[src/rtl/vga_sync_gen.sv]
// vga_sync_gen: 640x480@60 VGA timing generator for the Pong display path.
// Produces pixel coordinates, registered active-low syncs, video_on and a
// once-per-frame refr_tick at the start of vertical blank.
// Optional feature: define VGA_SYNC_TESTPAT_EN to drive an 8-bar colour test
// pattern on bar_rgb; without it bar_rgb is tied to 12'h000.
module vga_sync_gen #(
  parameter int CLK_DIV   = 2,
  parameter int H_DISPLAY = 640,
  parameter int H_FRONT   = 16,
  parameter int H_SYNC    = 96,
  parameter int H_BACK    = 48,
  parameter int V_DISPLAY = 480,
  parameter int V_FRONT   = 10,
  parameter int V_SYNC    = 2,
  parameter int V_BACK    = 33
) (
  input  logic        clk,
  input  logic        rstn,
  output logic [9:0]  x,
  output logic [9:0]  y,
  output logic        p_tick,
  output logic        hsync,
  output logic        vsync,
  output logic        video_on,
  output logic        refr_tick,
  output logic [11:0] bar_rgb
);

  localparam int H_TOTAL = H_DISPLAY + H_FRONT + H_SYNC + H_BACK;
  localparam int V_TOTAL = V_DISPLAY + V_FRONT + V_SYNC + V_BACK;
  localparam int DIV_W   = (CLK_DIV > 1) ? $clog2(CLK_DIV) : 1;

  localparam logic [DIV_W-1:0] DIV_MAX = DIV_W'(CLK_DIV - 1);
  localparam logic [9:0] H_MAX    = 10'(H_TOTAL - 1);
  localparam logic [9:0] V_MAX    = 10'(V_TOTAL - 1);
  localparam logic [9:0] H_VIS    = 10'(H_DISPLAY);
  localparam logic [9:0] V_VIS    = 10'(V_DISPLAY);
  localparam logic [9:0] HS_START = 10'(H_DISPLAY + H_FRONT);
  localparam logic [9:0] HS_END   = 10'(H_DISPLAY + H_FRONT + H_SYNC - 1);
  localparam logic [9:0] VS_START = 10'(V_DISPLAY + V_FRONT);
  localparam logic [9:0] VS_END   = 10'(V_DISPLAY + V_FRONT + V_SYNC - 1);

  logic [DIV_W-1:0] div_reg;
  logic [DIV_W-1:0] div_next;
  logic [9:0]       x_next;
  logic [9:0]       y_next;
  logic             hsync_next;
  logic             vsync_next;

  // With CLK_DIV=1 the divider never leaves 0, so p_tick is constantly high.
  assign p_tick = (div_reg == DIV_MAX);

  // Pixel-rate divider: count 0..CLK_DIV-1 and wrap.
  always_comb begin
    div_next = div_reg + 1'b1;
    if (p_tick) div_next = '0;
  end

  // Next raster position; only moves on a pixel tick.
  always_comb begin
    x_next = x;
    y_next = y;
    if (p_tick) begin
      if (x == H_MAX) begin
        x_next = '0;
        y_next = (y == V_MAX) ? 10'd0 : y + 10'd1;
      end else begin
        x_next = x + 10'd1;
      end
    end
  end

  // Syncs are decoded from the next position so they stay aligned with x/y.
  always_comb begin
    hsync_next = !((x_next >= HS_START) && (x_next <= HS_END));
    vsync_next = !((y_next >= VS_START) && (y_next <= VS_END));
  end

  // Timing state; asynchronous reset restarts the raster at (0,0).
  always_ff @(posedge clk or negedge rstn) begin
    if (!rstn) begin
      div_reg <= '0;
      x       <= '0;
      y       <= '0;
      hsync   <= 1'b1;
      vsync   <= 1'b1;
    end else begin
      div_reg <= div_next;
      x       <= x_next;
      y       <= y_next;
      hsync   <= hsync_next;
      vsync   <= vsync_next;
    end
  end

  assign video_on  = (x < H_VIS) && (y < V_VIS);
  // p_tick qualifies the pulse so it is one clk wide regardless of CLK_DIV.
  assign refr_tick = p_tick && (x == 10'd0) && (y == V_VIS);

`ifdef VGA_SYNC_TESTPAT_EN
  localparam int BAR_W = H_DISPLAY / 8;

  logic [2:0]  bar_idx;
  logic [11:0] bar_colour;
  logic [11:0] bar_next;

  assign bar_idx = 3'(x_next / 10'(BAR_W));

  // Bar palette, left to right.
  always_comb begin
    bar_colour = 12'h000;
    case (bar_idx)
      3'd0: bar_colour = 12'h000;
      3'd1: bar_colour = 12'hF00;
      3'd2: bar_colour = 12'h0F0;
      3'd3: bar_colour = 12'h00F;
      3'd4: bar_colour = 12'hFF0;
      3'd5: bar_colour = 12'h0FF;
      3'd6: bar_colour = 12'hF0F;
      3'd7: bar_colour = 12'hFFF;
      default: bar_colour = 12'h000;
    endcase
  end

  // Blank the pattern outside the visible area of the next position.
  always_comb begin
    bar_next = 12'h000;
    if ((x_next < H_VIS) && (y_next < V_VIS)) bar_next = bar_colour;
  end

  // Register the pattern alongside the syncs so it lines up with x.
  always_ff @(posedge clk or negedge rstn) begin
    if (!rstn) bar_rgb <= 12'h000;
    else       bar_rgb <= bar_next;
  end
`else
  assign bar_rgb = 12'h000;
`endif

endmodule

[config.mk]
export PLATFORM = sky130hd
export DESIGN_NAME = vga_sync_gen
export DESIGN_NICKNAME = d
export VERILOG_FILES = /design/src/rtl/vga_sync_gen.sv
export SDC_FILE = /design/constraint.sdc
export NUM_CORES = 1
export LEC_CHECK = 0
export ABC_CLOCK_PERIOD_IN_PS = 3500
export CAP_MARGIN = 20
export CORE_MARGIN = 2
export CORE_UTILIZATION = 48
export CTS_CLUSTER_SIZE = 30
export DETAILED_ROUTE_END_ITERATION = 10
export PLACE_DENSITY = 0.85
export SYNTH_ARGS = -nofsm -noshare
export SYNTH_HDL_FRONTEND = slang
export SYNTH_SLANG_ARGS = --single-unit
[constraint.sdc]
create_clock -name clk -period 3.5 [get_ports clk]
set_input_delay 0.35 -clock clk [delete_from_list [all_inputs] [get_ports clk]]
set_output_delay 0.35 -clock clk [all_outputs]
set_load 0.02 [all_outputs]
---- Word level (Yosys, flattened, before mapping) ----
Index checks and enable logic that the tools add are counted.
storage, ports and cells
  input port bits ......................... 2
  bits in latches ......................... 0
  ROM bits ................................ 0
  flip-flop bits (word level) ............. 23
  memories kept ........................... 0
  memory bits (writable) .................. 0
cells by class
  reductions and logical operators ........ 8
  $lt $le $gt $ge ......................... 6
  div/mod/pow operators ................... 0
  shift operators ......................... 0
  multiplexer cells ....................... 6
  multipliers ............................. 0
  equal/unequal tests ..................... 3
  bitwise gates (word level) .............. 0
  $add $sub $neg .......................... 3
operators with widths
  operator                 count
  $mux W10                 5
  $add A10 B1 Y10 const B  2
  $eq A10 B10 Y1 const B   2
  $eq A10 B9 Y1 const B    1
  $ge A10 B10 Y1 const B   1
  $ge A10 B9 Y1 const B    1
  $le A10 B10 Y1 const B   1
  $le A10 B9 Y1 const B    1
  $logic_not A10 Y1        1
  $lt A10 B10 Y1 const B   1
  $lt A10 B9 Y1 const B    1
  $logic_and A1 B1 Y1      5
  $logic_not A1 Y1         2
  $add A1 B1 Y1 const B    1
  $mux W1                  1

---- Longest topological paths before layout ----
  depth after elaboration ................. 7
  gate-level depth with buffers ........... 8

---- Worst setup path before layout ----
OpenSTA, ideal clock, no wires.
  path type ............................... register to register
  start ................................... register x[7]
  end ..................................... register vsync
  slack ................................... 0.961 ns
  arrival ................................. 2.445 ns
  library setup time ...................... 0.094 ns
  stages on the path, launching flop included .. 9
  period minus slack after synthesis ...... 2.539 ns
  required time ........................... 3.406 ns
  cells stage by stage .................... dfrtp_1 > buf_6 > or4b_1 > buf_2 > or3_1 > buf_6 > or4_4 > a21oi_2 > nand4_1
between the ends
  cells in the longest elaborated chain, start to end .. 6
  elaborated cells on any way between the ends .. 7
ends and longest elaborated chain
  item                                            RTL line  RTL
  start, declared                                 19        output logic [9:0] x,
  start signal, assigned                          89        x <= x_next;
  $eq A10 B10 Y1 (*)                              64        if (x == H_MAX) begin
  $mux W10 (*)                                    64
  $mux W10 (*)                                    63        if (p_tick) begin
  $ge A10 B9 Y1 or $le A10 B9 Y1 (tied branches)  76        vsync_next = !((y_next >= VS_START) && (y_next <= VS_END));
  $logic_and A1 B1 Y1 (*)                         76
  $logic_not A1 Y1 (*)                            76
  via vsync_next                                  48        logic vsync_next;
  end signal, assigned                            92        vsync <= vsync_next;
  end, declared                                   23        output logic vsync,
The timed path passes the listed nets; every way through them passes the cells marked *.

---- Worst setup path after layout ----
  start ................................... register y[1]
  end ..................................... output refr_tick
between the ends
  cells in the longest elaborated chain, start to end .. 2
ends and longest elaborated chain
  item                    RTL line  RTL
  start, declared         20        output logic [9:0] y,
  start signal, assigned  90        y <= y_next;
  $eq A10 B9 Y1           98        assign refr_tick = p_tick && (x == 10'd0) && (y == V_VIS);
  $logic_and A1 B1 Y1     98
  end, declared           25        output logic refr_tick,
No other way between the ends.

==> impl_results.md <==
* Synth area leaders: dfrtp_1, buf_4, nand2_1, dfstp_2, xnor2_1
* Clock latency on the worst-skew pair at about 0.33 ns
* Syn Area/Cell at roughly 9 sq um
* # hold bufs at CTS at 0
* Max Slew Vio Count at 0
* Post_cts resized at 0
* Count of cell types in the netlist at 39
* CTS tree: yes
* TritonRoute pass-1 iters at 4
* Ys flop type: dfrtp_1
* Number of flops mapped to enable cells by yosys at 0
* Layout cell share with drive strength beyond 1 at a little under 7%
* Placed wire-length estimate at between 2000 and 2500 um
* Chip height at around 60 um
* Data arrival, critical path at ~2.2 ns
* Nets at roughly 200
* RSZ-0062 raised after global routing: no
* CTS sink count at 23
* Die footprint at 0.00357 sq mm
* CTS root buffer: clkbuf_4
* Outcome: completed
* All-Layer GR Usage at between 20 and 25%
* Number of global-route vias before repair at 1222
* Post-CTS Setup Repair Bufs at 0
* Synth top cells by count: dfrtp_1, nand2_1, buf_4
* Reg clk slew, reported paths at roughly 0.13 ns
* LEAKAGE at between 0.7 and 0.8 nW
* Largest stage delay, worst path at slightly above 0.6 ns
* Synth warnings at 0
* Pin count of the biggest net entering global routing at 24
* Tmin final at 2.58 ns
* Hold crit path type: input pin to asynchronous set/reset pin
* Req. time, crit path at approximately 3.2 ns
* Async set-reset flop share out of synthesis at 100%
* Antenna violations before repair at 0
* Placed cells at around 220
* WS Path Type: flop to output port
* H-Tree Depth at 1
* CP Cell Sequence: inv_1 > ha_1 > nor4b_1 > and4_1 > clkdlybuf4s50_1
* Setup Total Neg Slack at 0 ns
* VDD IR-drop max at about 0.00015 V
* CTS Buffer Depth at 2
* DRT Wirelength at ~3300 um
* Final GP Congestion at around 0.9
* CP max FO at 7
* FP Rows at 20
* # setup viols final at 0
* Fmax at around 390 MHz
* WL/cell at around 15 um
* Synth area leader: dfrtp_1
* Setup Skew at 0.00277 ns
* Synthesis-stage register bit count at 23
* P&R area growth vs syn at 16.7%
* Startpoint Class: flop
* Sequential-to-total area share from yosys stat at 38.7%
* Die X at 59.8 um
* Port bufs at 26
* Synth Instances at 168
* Post-DR vias/cell at 5.94
* Ant. Diodes at 0
* Synthesized area at around 0.0015 sq mm
* Crit end category: output port
* # IOs at 39
* MaxCap Viol Count at 0
* Gr ovfl total at 0
* Actual slew at the worst max-slew pin at ~0.55 ns
* Synth top area share at between 30% and 40%
* Antenna Violating Nets Remaining at 0
* Slew HR at 62.9%
* Most common cell in the netlist: dfrtp_1
* Final std cells w/o fill at 223
* Global-route wire length before repair at ~5500 um
* Total number of vias at between 1000 and 1500
* FILL cells at ~270
* Residual DRC at 0
* Fin. Hold Viols at 0
* Pwr per Cell Area at ~240 mW/mm^2
* Iteration-0 DRC Markers at 57
* CP max stage cell: clkdlybuf4s50_1
* Core area at 0.00300 sq mm
* Final period util at between 70% and 80%
* Cts bufs inserted at 3
* Initial Util at around half
## cell families (layout without fill, tap and decap cells)
family / Yosys count / in the layout / share of synthesized area [%]
buffers and inverters: 31 / 42 / 12.1
other: 1 / 12 / 0.251
AOI/OAI and AO/OA: 26 / 26 / 11.7
DFF: 23 / 23 / 38.7
adders and majority gates: 4 / 4 / 3.35
xor gates and xnor gates: 10 / 10 / 5.86
and+or+nand+nor: 73 / 73 / 28.0
## final cells by class
class | instances | area [sq um] | area share [%]
multi-input cells | 125 | 776 | 44.5
flip-flops and latches | 23 | 578 | 33.2
repair buffers | 28 | 283 | 16.2
well taps | 33 | 41.3 | 2.37
inverters | 10 | 37.5 | 2.15
clock buffers | 3 | 22.5 | 1.29
clock inverters | 1 | 5.00 | 0.287
## registers in the layout (all words and copies together), names as in the netlist
register and flops:
x 10, y 10, hsync 1, p_tick 1, vsync 1
## report_power, final
group / switching [W] / internal (W) / total, W / leakage [nW]
combinational: 0.0000169 / 0.00000251 / 0.0000194 / 0.413
sequential: 0 / 0.000266 / 0.000266 / 0.300
clock: 0.0000879 / 0.0000430 / 0.000131 / 0.0177
## metal layers
metal	vias up	GRT usage, %	share of wire (%)	wire length (um)
met5	-	0	0	0
met4	0	9.84	1.5	51
met3	5	2.16	5.9	196
met2	58	31.5	47	1580
met1	629	28.1	45	1510
li1	632	-	-	-
## final timing paths
path / startpoint / cells past startpoint / end / slack [ns]
max reg2reg: p_tick / 5 / vsync / 0.96
max in group asynchronous: rstn / 2 / hsync / 2.58
min: rstn / 1 / y[6] / 0.35
max: y[1] / 5 / refr_tick / 0.92
min in group clk: x[0] / 2 / x[0] / 0.58
min reg2reg: x[0] / 2 / x[0] / 0.58
## metrics by stage
step                      setup WS (ns)  instance area (sq um)  hold WS [ns]  util (%)  power [W]
final                             0.917                   1740         0.353      58.0   0.000416
after global routing              0.819                   1740         0.387      58.0   0.000429
after CTS                         0.921                   1730         0.589      57.5   0.000418
after detailed placement          0.974                   1700         0.560      56.6   0.000288
after global placement             1.01                   1700         0.547      56.6   0.000288
after floorplan                   0.961                   1540        0.0544         -   0.000292
## placed cells by master, fill, tap and decap left out, types with 2 or more instances in the layout
cell type and n:
clkdlybuf4s50_1 26, inv_1 10, nor3_1 4, a21o_1 2, nor4_1 6, xor2_1 4, clkbuf_4 3, dfrtp_1 21
and3_1 3, conb_1 12, nor2_1 6, o21ai_0 10, nor4b_1 5, nand2_1 17, nand4_1 7, o31ai_1 3
ha_1 4, xnor2_1 6, o41ai_1 4, or3_1 4, and2_1 2, nand3_1 10, and4_1 3, dfstp_2 2
## critical path: cells and delay by family (launching register included)
kind / cells / cell delay (ns)
adder cells (fa/ha/maj): 1 / 0.19
buffers and inverters: 2 / 0.73
flip-flops: 1 / 0.48
AND/OR/NAND/NOR: 2 / 0.50
Note: power is estimated with default switching activity, not from simulation.
